<file path="src/rtl/aes_key_pkg.sv">
// Shared types and constants for the AES round-key store.
// Optional forwarding path: ROUND_KEY_STORE_BYPASS_EN.
package aes_key_pkg;
   localparam int SUBKEY_W  = 128;
   localparam int KS_DEPTH  = 15;
   localparam int KS_ADDR_W = 4;

   localparam logic [1:0] KEY_LEN_NONE = 2'b00;
   localparam logic [1:0] KEY_LEN_128  = 2'b01;
   localparam logic [1:0] KEY_LEN_192  = 2'b10;
   localparam logic [1:0] KEY_LEN_256  = 2'b11;

   typedef enum logic [1:0] {
      ST_IDLE,
      ST_LOAD,
      ST_READY
   } ks_state_e;

   function automatic logic [KS_ADDR_W-1:0] last_round(input logic [1:0] key_len);
      logic [KS_ADDR_W-1:0] r;
      unique case (1'b1)
         key_len == KEY_LEN_128: r = 4'd10;
         key_len == KEY_LEN_192: r = 4'd12;
         key_len == KEY_LEN_256: r = 4'd14;
         default:                r = 4'd0;
      endcase
      return r;
   endfunction
endpackage

</file>
<file path="src/rtl/round_key_ram.sv">
// Round-key storage array: one write port, one registered read port.
// Array is not reset; only the read register is.
module round_key_ram #(
   parameter int W  = 128,
   parameter int D  = 15,
   parameter int AW = 4
) (
   input  logic          clk_i,
   input  logic          rst_ni,
   input  logic          we_i,
   input  logic [AW-1:0] waddr_i,
   input  logic [W-1:0]  wdata_i,
   input  logic          re_i,
   input  logic [AW-1:0] raddr_i,
   input  logic          fwd_i,
   input  logic [W-1:0]  fwd_data_i,
   output logic [W-1:0]  rdata_o
);
   logic [W-1:0] mem_q [D];
   logic [W-1:0] rdata_q;

   always_ff @(posedge clk_i) begin
      if (we_i) mem_q[waddr_i] <= wdata_i;
   end

   // Read-before-write: a same-cycle write is only seen via fwd_i.
   always_ff @(posedge clk_i or negedge rst_ni) begin
      if (!rst_ni) begin
         rdata_q <= '0;
      end else if (re_i) begin
         rdata_q <= fwd_i ? fwd_data_i : mem_q[raddr_i];
      end
   end

   assign rdata_o = rdata_q;
endmodule

</file>
<file path="src/rtl/round_key_store.sv">
// Captures expanded round keys and serves them to the round pipeline.
// Define ROUND_KEY_STORE_BYPASS_EN to forward same-cycle writes to reads.
module round_key_store #(
   parameter int SUBKEY_W = 128,
   parameter int DEPTH    = 15,
   parameter int ADDR_W   = 4
) (
   input  logic                clk,
   input  logic                reset,
   input  logic                wr_clear,
   input  logic [1:0]          key_len,
   input  logic                wr_en,
   input  logic [ADDR_W-1:0]   wr_addr,
   input  logic [SUBKEY_W-1:0] wr_data,
   input  logic                rd_req,
   input  logic [ADDR_W-1:0]   rd_addr,
   output logic                rd_stall,
   output logic                rd_valid,
   output logic [SUBKEY_W-1:0] rd_data,
   output logic                rd_err,
   output logic                keys_ready,
   output logic                busy
);
   import aes_key_pkg::*;

   localparam int NADDR = 1 << ADDR_W;

   ks_state_e         state_q;
   logic [DEPTH-1:0]  valid_q;
   logic [1:0]        key_len_q;
   logic [ADDR_W-1:0] count_q;
   logic              rd_valid_q;
   logic              rd_err_q;
   logic              keys_ready_q;
   logic              busy_q;

   logic [ADDR_W-1:0] last;
   logic [NADDR-1:0]  vld;
   logic              full;
   logic              wr_acc;
   logic              wr_new;
   logic              rd_in;
   logic              rd_live;
   logic              rd_hit;
   logic              rd_fwd;
   logic              rd_bad;

   assign last = last_round(key_len_q);
   assign vld  = {{(NADDR-DEPTH){1'b0}}, valid_q};
   assign full = count_q == (last + ADDR_W'(1));

   assign wr_acc = wr_en && !wr_clear &&
                   state_q == ST_LOAD && wr_addr <= last;
   assign wr_new = wr_acc && !vld[wr_addr];

   assign rd_in   = rd_addr <= last;
   assign rd_live = rd_req && !wr_clear;
   assign rd_hit  = rd_live && state_q != ST_IDLE &&
                    rd_in && vld[rd_addr];
   assign rd_bad  = rd_live && (state_q == ST_IDLE || !rd_in);

`ifdef ROUND_KEY_STORE_BYPASS_EN
   assign rd_fwd = rd_live && state_q != ST_IDLE && rd_in &&
                   !vld[rd_addr] && wr_acc && wr_addr == rd_addr;
`else
   assign rd_fwd = 1'b0;
`endif

   // A clear in the same cycle also lands here: hit/fwd/bad are all low.
   assign rd_stall = rd_req && !rd_hit && !rd_fwd && !rd_bad;

   always_ff @(posedge clk or negedge reset) begin
      if (!reset) begin
         state_q      <= ST_IDLE;
         valid_q      <= '0;
         key_len_q    <= KEY_LEN_NONE;
         count_q      <= '0;
         rd_valid_q   <= 1'b0;
         rd_err_q     <= 1'b0;
         keys_ready_q <= 1'b0;
         busy_q       <= 1'b0;
      end else begin
         rd_valid_q <= rd_hit || rd_fwd;
         rd_err_q   <= rd_bad;
         if (wr_clear) begin
            valid_q      <= '0;
            key_len_q    <= key_len;
            count_q      <= '0;
            keys_ready_q <= 1'b0;
            if (key_len == KEY_LEN_NONE) begin
               state_q <= ST_IDLE;
               busy_q  <= 1'b0;
            end else begin
               state_q <= ST_LOAD;
               busy_q  <= 1'b1;
            end
         end else begin
            if (wr_acc) valid_q[wr_addr] <= 1'b1;
            if (wr_new) count_q <= count_q + ADDR_W'(1);
            if (state_q == ST_LOAD && full) begin
               state_q      <= ST_READY;
               busy_q       <= 1'b0;
               keys_ready_q <= 1'b1;
            end
         end
      end
   end

   round_key_ram #(
      .W  (SUBKEY_W),
      .D  (DEPTH),
      .AW (ADDR_W)
   ) u_ram (
      .clk_i      (clk),
      .rst_ni     (reset),
      .we_i       (wr_acc),
      .waddr_i    (wr_addr),
      .wdata_i    (wr_data),
      .re_i       (rd_hit || rd_fwd),
      .raddr_i    (rd_addr),
      .fwd_i      (rd_fwd),
      .fwd_data_i (wr_data),
      .rdata_o    (rd_data)
   );

   assign rd_valid   = rd_valid_q;
   assign rd_err     = rd_err_q;
   assign keys_ready = keys_ready_q;
   assign busy       = busy_q;
endmodule

</file>
<file path="config.mk">
export PLATFORM = sky130hd
export DESIGN_NAME = round_key_store
export DESIGN_NICKNAME = d
export VERILOG_FILES = /design/src/rtl/aes_key_pkg.sv /design/src/rtl/round_key_ram.sv /design/src/rtl/round_key_store.sv
export SDC_FILE = /design/constraint.sdc
export NUM_CORES = 2
export LEC_CHECK = 0
export CAP_MARGIN = 15
export CELL_PAD_IN_SITES_DETAIL_PLACEMENT = 1
export CELL_PAD_IN_SITES_GLOBAL_PLACEMENT = 2
export CORE_MARGIN = 4
export CORE_UTILIZATION = 45
export CTS_BUF_LIST = sky130_fd_sc_hd__clkbuf_4 sky130_fd_sc_hd__clkbuf_8
export CTS_CLUSTER_DIAMETER = 30
export DETAILED_ROUTE_END_ITERATION = 6
export PLACE_DENSITY_LB_ADDON = 0.1
export SYNTH_ARGS = -nofsm -noshare
export SYNTH_HDL_FRONTEND = slang
export SYNTH_SLANG_ARGS = --single-unit
export TNS_END_PERCENT = 20
</file>
<file path="constraint.sdc">
create_clock -name clk -period 24.3 [get_ports clk]
set_input_delay 4.86 -clock clk [delete_from_list [all_inputs] [get_ports clk]]
set_output_delay 4.86 -clock clk [all_outputs]
set_load 0.005 [all_outputs]
</file>
== After elaboration in Yosys (flattened, before gate mapping) ==
Memory sizes are Yosys's and may differ from the RTL's. A register that Yosys moved wholly into a read port is not among the register bits.
Cells that the tools add are included.

* Register bits after elaboration: 27
* RAM bits: 1920
* Bits of input ports: 143
* Output and inout bits: 133
* Word-level logic and storage cells: 69
* Memories kept: 1

{| class="wikitable"
|+ Memories
! memory !! depth !! bits a word !! read ports !! clocked after Yosys merged registers in !! wr ports !! RTL line !! source
|-
| u_ram.mem_q || 15 || 128 || 1 || 1 || 1 || round_key_ram.sv:19 || <nowiki>logic [W-1:0] mem_q [D];</nowiki>
|}

* Add/subtract/negate cells: 2
* Magnitude comparators: 5
* Equal/unequal tests: 5
* Multiplexer cells: 21
* Bitwise logic cells: 1
* Reductions and logical operators: 26

{| class="wikitable"
|+ Operators by type and width
! kind !! number
|-
| 15-bit two-way mux || 2
|-
| 15-bit OR || 1
|-
| 1-bit logical AND || 13
|-
| 4-bit one-hot mux with 3 select lines || 1
|-
| 1-bit two-way mux || 11
|-
| 4-bit by 5-bit < comparator with 1-bit output (second input constant) || 2
|-
| 4-bit by 1-bit adder with 4-bit output (second input constant) || 2
|-
| 1-bit binary-select mux with 4-bit select || 2
|-
| 4-bit less-or-equal comparator || 2
|-
| 4-bit two-way mux || 2
|-
| 2-bit nonzero test || 4
|-
| 1-bit logical NOT || 6
|-
| 1-bit demux with 4-bit select || 1
|-
| 2-bit by 1-bit == test with 1-bit output (second input constant) || 2
|-
| 2-bit == test (second input constant) || 2
|-
| 4-bit == test || 1
|-
| 4-bit by 1-bit >= comparator with 1-bit output (second input constant) || 1
|-
| 2-bit logical NOT || 2
|-
| 2-bit two-way mux || 2
|-
| 1-bit logical OR || 1
|}

== Longest topological paths before layout ==
* Depth in word-level cells: 8
* Mapped depth: 15
* Mapped depth without buffers: 8

== Modules after synthesis ==
Synthesis repeated with hierarchy kept, for this count alone.

* Cells, all modules: 3990
* Area total of the unflattened synthesis: 80434.6 µm²

{| class="wikitable"
|+ Modules (own cells, without submodules)
! module !! times used !! cells each !! area an instance (µm²) !! sequential area each (µm²)
|-
| round_key_ram || 1 || 3838 || 78879.4 || 60858.4
|-
| round_key_store || 1 || 152 || 1555.2 || 625.6
|}

== Worst setup path before layout ==
Ideal clock, no wire load.

* Kind: input to register
* From: input wr_addr[1]
* To: memory u_ram.mem_q[2][0], enable pin
* Library setup time: 772 ps
* Arrival time: 14781 ps
* Required time: 23528 ps
* Path slack: 8747 ps
* Stages on the path: 8
* Path buffers: 1
* Cell sequence: clkbuf_1 > inv_1 > ha_1 > and4b_1 > o31ai_1 > nor2_1 > nand2_1 > nor3_1

* Word-level cells in the longest chain between the ends: 4

{| class="wikitable"
|+ RTL lines
! item !! RTL line !! source
|-
| start: declaration || round_key_store.sv:13 || <nowiki>input logic [ADDR_W-1:0] wr_addr,</nowiki>
|-
| 4-bit less-or-equal comparator || round_key_store.sv:53 || <nowiki>state_q == ST_LOAD && wr_addr <= last;</nowiki>
|-
| 1-bit logical AND || round_key_store.sv:53 ||
|-
| 1-bit two-way mux || round_key_ram.sv:23 || <nowiki>if (we_i) mem_q[waddr_i] <= wdata_i;</nowiki>
|-
| 1-bit two-way mux (implied by the code) || round_key_ram.sv:23 ||
|-
| end: declaration || round_key_ram.sv:19 ||
|}

Parallel ways exist; a longest one is shown, timed or not.

== Final worst setup path ==
* From: input rd_addr[1]
* To: output rd_stall

* Word-level cells in the longest chain between the ends: 6
* Elaborated cells on any way between the ends: 12
* Those cells by class: 1 x order compare; 2 x mux; 9 x reduce/logical

{| class="wikitable"
|+ RTL lines
! item !! RTL line !! source
|-
| start: declaration || round_key_store.sv:16 || <nowiki>input logic [ADDR_W-1:0] rd_addr,</nowiki>
|-
| 1-bit binary-select mux with 4-bit select or 4-bit less-or-equal comparator (tied branches) || round_key_store.sv:59, round_key_store.sv:56 ||
|-
| 1-bit two-way mux (implied by the code), or another cell as far along || round_key_store.sv:59 || <nowiki>rd_in && vld[rd_addr];</nowiki>
|-
| 1-bit logical AND or 1-bit logical OR (tied branches) || round_key_store.sv:59, round_key_store.sv:60 ||
|-
| 1-bit logical NOT or 1-bit logical AND (tied branches) || round_key_store.sv:70, round_key_store.sv:60 ||
|-
| 1-bit logical AND or 1-bit logical NOT (tied branches) || round_key_store.sv:70 || <nowiki>assign rd_stall = rd_req && !rd_hit && !rd_fwd && !rd_bad;</nowiki>
|-
| 1-bit logical AND * || round_key_store.sv:70 ||
|-
| end: declaration || round_key_store.sv:17 || <nowiki>output logic rd_stall,</nowiki>
|}

Mark *: on every way between the ends. The rest lies on a longest branch, timed or not. The select of a mux whose other input is x is not followed.

==> summary.txt <==
Pwr
  – PD cells: 93.5 mW/mm2
  – Leak: about 32 nW
  – VDD IR max: 0.0000622 V
  – Final Power: 0.00887 W

Synthesis
  – Top cell type's share of synthesized area: 73.2%
  – Synth area leaders: edfxtp_1, mux4_2, dfrtp_1, mux2_2, mux2i_1
  – EDFF count, synth: 1,920
  – Async SR Flop Fraction: 7.38%
  – #FFs+latches synth: roughly 2,100
  – Yosys top cell by area: edfxtp_1
  – Post-synth net total: 3,562
  – Most used DFF post-synth: edfxtp_1
  – Most frequent cells after synthesis: edfxtp_1, mux4_2, dfrtp_1
  – Synth cell types: 45
  – Cells after Synth: about 3,400
  – Synth Cell Area: 0.0788 mm2
  – Yosys warns: 0
  – Count leader, synth: edfxtp_1
  – Avg Inst Size Synth: around 23 um2
  – Post-synthesis sequential area ratio: approximately four fifths

Detailed routing
  – Post-route DRC: 0
  – ANT nets after route: 0
  – Via density: between 5 and 6
  – Routed wire length: about 200,000 um
  – First DRT Iteration DRCs: 3,173
  – Routed wire length per instance: approximately 30 um
  – DR vias: between 30,000 and 40,000
  – First-pass iteration count of the detailed router: 5

GRT
  – Vias in the first global route: roughly 42,000
  – Antenna violations before repair: 36
  – First-pass GRT wire length: 293,000 um
  – Remaining Overflow, GRT: 0
  – Total track usage: a little under a quarter
  – Pin count of the biggest net entering global routing: roughly 140

STA
  – Fmax: 78.0 MHz
  – Layout Skew: approximately 0.04 ns
  – Final worst-path cycle share: between 50% and 60%
  – Fin. Hold Viols: 0
  – Fin worst setup slack: 11.49 ns
  – Unrepaired setup endpoints after global routing: no
  – Final setup violation count: 0
  – Slew headroom: around a quarter
  – Final Max Slew Viols: 0
  – Final min period: about 13 ns
  – Final TNS setup: 0 ns
  – Measured slew at the worst slew-check pin: roughly 1.1 ns

Worst setup path
  – Critical path class: primary input to primary output
  – Critical path, cell by cell: buf_8 -> buf_4 -> mux4_2 -> mux2i_1 -> o21ai_1 -> nor2b_1 -> o21a_1 -> clkdlybuf4s50_1
  – Setup crit end kind: primary output
  – Worst path arrival time: approximately 8.0 ns
  – Peak per-stage delay on the critical path: 0.74 ns
  – Crit Path Max Fanout: just under 100
  – Crit path max-delay cell type: buf_4
  – Crit start category: primary input
  – Flop2flop setup slack: about 20 ns
  – CP Data Required Time: a little under 20 ns

CTS
  – Worst skew pair latency: around 1.1 ns
  – Cts repair resizes: 0
  – Clock sinks: 2,073
  – Clock root cell: clkbuf_8
  – Post-CTS Setup Bufs: 0
  – TritonCTS Buffers: about 450
  – H-tree levels: 5
  – CTS tree: built
  – Clock transition at path regs: 0.05 ns
  – Number of hold buffers added after cts: 0
  – CTS max path bufs: 4

Final layout
  – Fin nets: 4,188
  – Post-route insts no fill: a little under 7,000
  – Proportion of layout cells with a drive suffix above 1: between 30% and 40%
  – Design area: 0.0948 mm2
  – Area Growth Syn to Fin: 20.4%
  – Layout fillers: roughly 15,000

Outcome
  – Status: complete, no violations

Floorplanning
  – Die area: between 0.15 and 0.2 mm2
  – Io pins: about 280
  – Site row count: 153
  – Core Box Area: ~0.17 mm2
  – Starting Density: 45.3%
  – Die H: approximately 430 um
  – Die X: about 430 um

Placed design
  – Cell count after placement: ~6,000
  – Post-Place Cell Area: roughly 0.084 mm2
  – PortBufs: 275
  – Dpl ws: between 10 and 15 ns
  – Final HPWL DP: 101,000 um
  – GP Congestion: ~0.75

Hold path
  – Min-Delay Path Class: register to register

Run
  – Max-cap violations: 0
## report_power, final
| part | internal [W] | switching [W] | leakage (nW) |
|---|---|---|---|
| combinational | 0.000261 | 0.000224 | 6.93 |
| clock | 0.00277 | 0.00158 | 5.39 |
| sequential | 0.00397 | 0.0000525 | 19.3 |
| total | 0.00701 | 0.00186 | 31.6 |
## layout by cell type, fill, tap and decap left out, types with 3 or more instances in the layout
master	netlist	layout
a21oi_1	11	11
a31oi_1	3	3
buf_12	0	6
buf_4	4	71
buf_8	1	3
bufinv_16	0	74
clkbuf_4	0	72
clkbuf_8	0	492
clkdlybuf4s50_1	0	270
clkinv_1	0	46
clkinv_2	0	77
clkinv_4	0	16
clkinvlp_4	0	36
dfrtp_1	153	153
diode_2	0	11
edfxtp_1	1920	1920
ha_1	7	7
inv_1	4	4
inv_6	0	6
mux2_1	3	3
mux2_2	124	124
mux2_4	6	6
mux2i_1	134	134
mux4_2	516	516
nand2_1	136	136
nand2b_1	6	6
nor2_1	30	19
nor2_4	0	11
nor2b_1	7	7
nor3_1	8	4
nor3_2	0	4
o211ai_1	3	3
o21ai_0	134	134
o21ba_1	3	3
## worst paths after layout
path | from | end | cells after the start
min in group asynchronous | reset | u_ram.rdata_o[69] | 1
max in group asynchronous | reset | u_ram.rdata_o[1] | 3
setup reg to reg | key_len_q[0] | u_ram.mem_q[14][61] | 9
hold / removal | u_ram.rdata_o[15] | u_ram.rdata_o[15] | 1
hold reg to reg | u_ram.rdata_o[15] | u_ram.rdata_o[15] | 1
setup / recovery | rd_addr[1] | rd_stall | 8
## per-layer routing
layer	track usage [%]	wire, um
met5	0	149
met3	4.76	10900
met1	30.6	84700
met4	7.34	5670
met2	36.7	99900
## kinds of logic (layout without fill, tap and decap cells)
group,after synthesis,after routing,share of synthesized area [%]
mux,783,783,18.4
compound gates,163,163,1.10
other cells,0,11,0
buf+inv,184,1175,1.24
simple gates,200,200,1.07
flops,2073,2073,78.1
xor+xnor,2,2,0.0222
fa+ha+maj,7,7,0.111
## registers in the layout, indices dropped and copies added (netlist names)
name,cells
u_ram.rdata_o,128
rd_valid,1
valid_q,15
key_len_q,2
state_q,2
rd_err,1
u_ram.mem_q,1920
count_q,4
## final cells by class
type,count,area (um2),area share (%)
flip-flops and latches,2073,61500,64.8
multi-input cells,1155,16400,17.3
repair buffers,352,3430,3.61
clock buffers,563,7300,7.70
diodes,11,27.5,0.0290
well taps,2325,2910,3.07
clock inverters,256,3260,3.44
inverters,4,15.0,0.0158
## metrics by stage
stage	hold slack [ns]	utilization, %
final	0.502	54.5
after global routing	0.522	54.5
after CTS	0.508	54.5
after detailed placement	0.495	48.4
after global placement	0.491	48.4
after floorplan	0.470	-
## critical path, delay by kind of cell
kind	cells	cell delay [ns]
compound gates	2	0.27
buf+inv	3	1.80
mux	2	0.74
simple gates	1	0.23
Power figures use the tool's default switching activity.
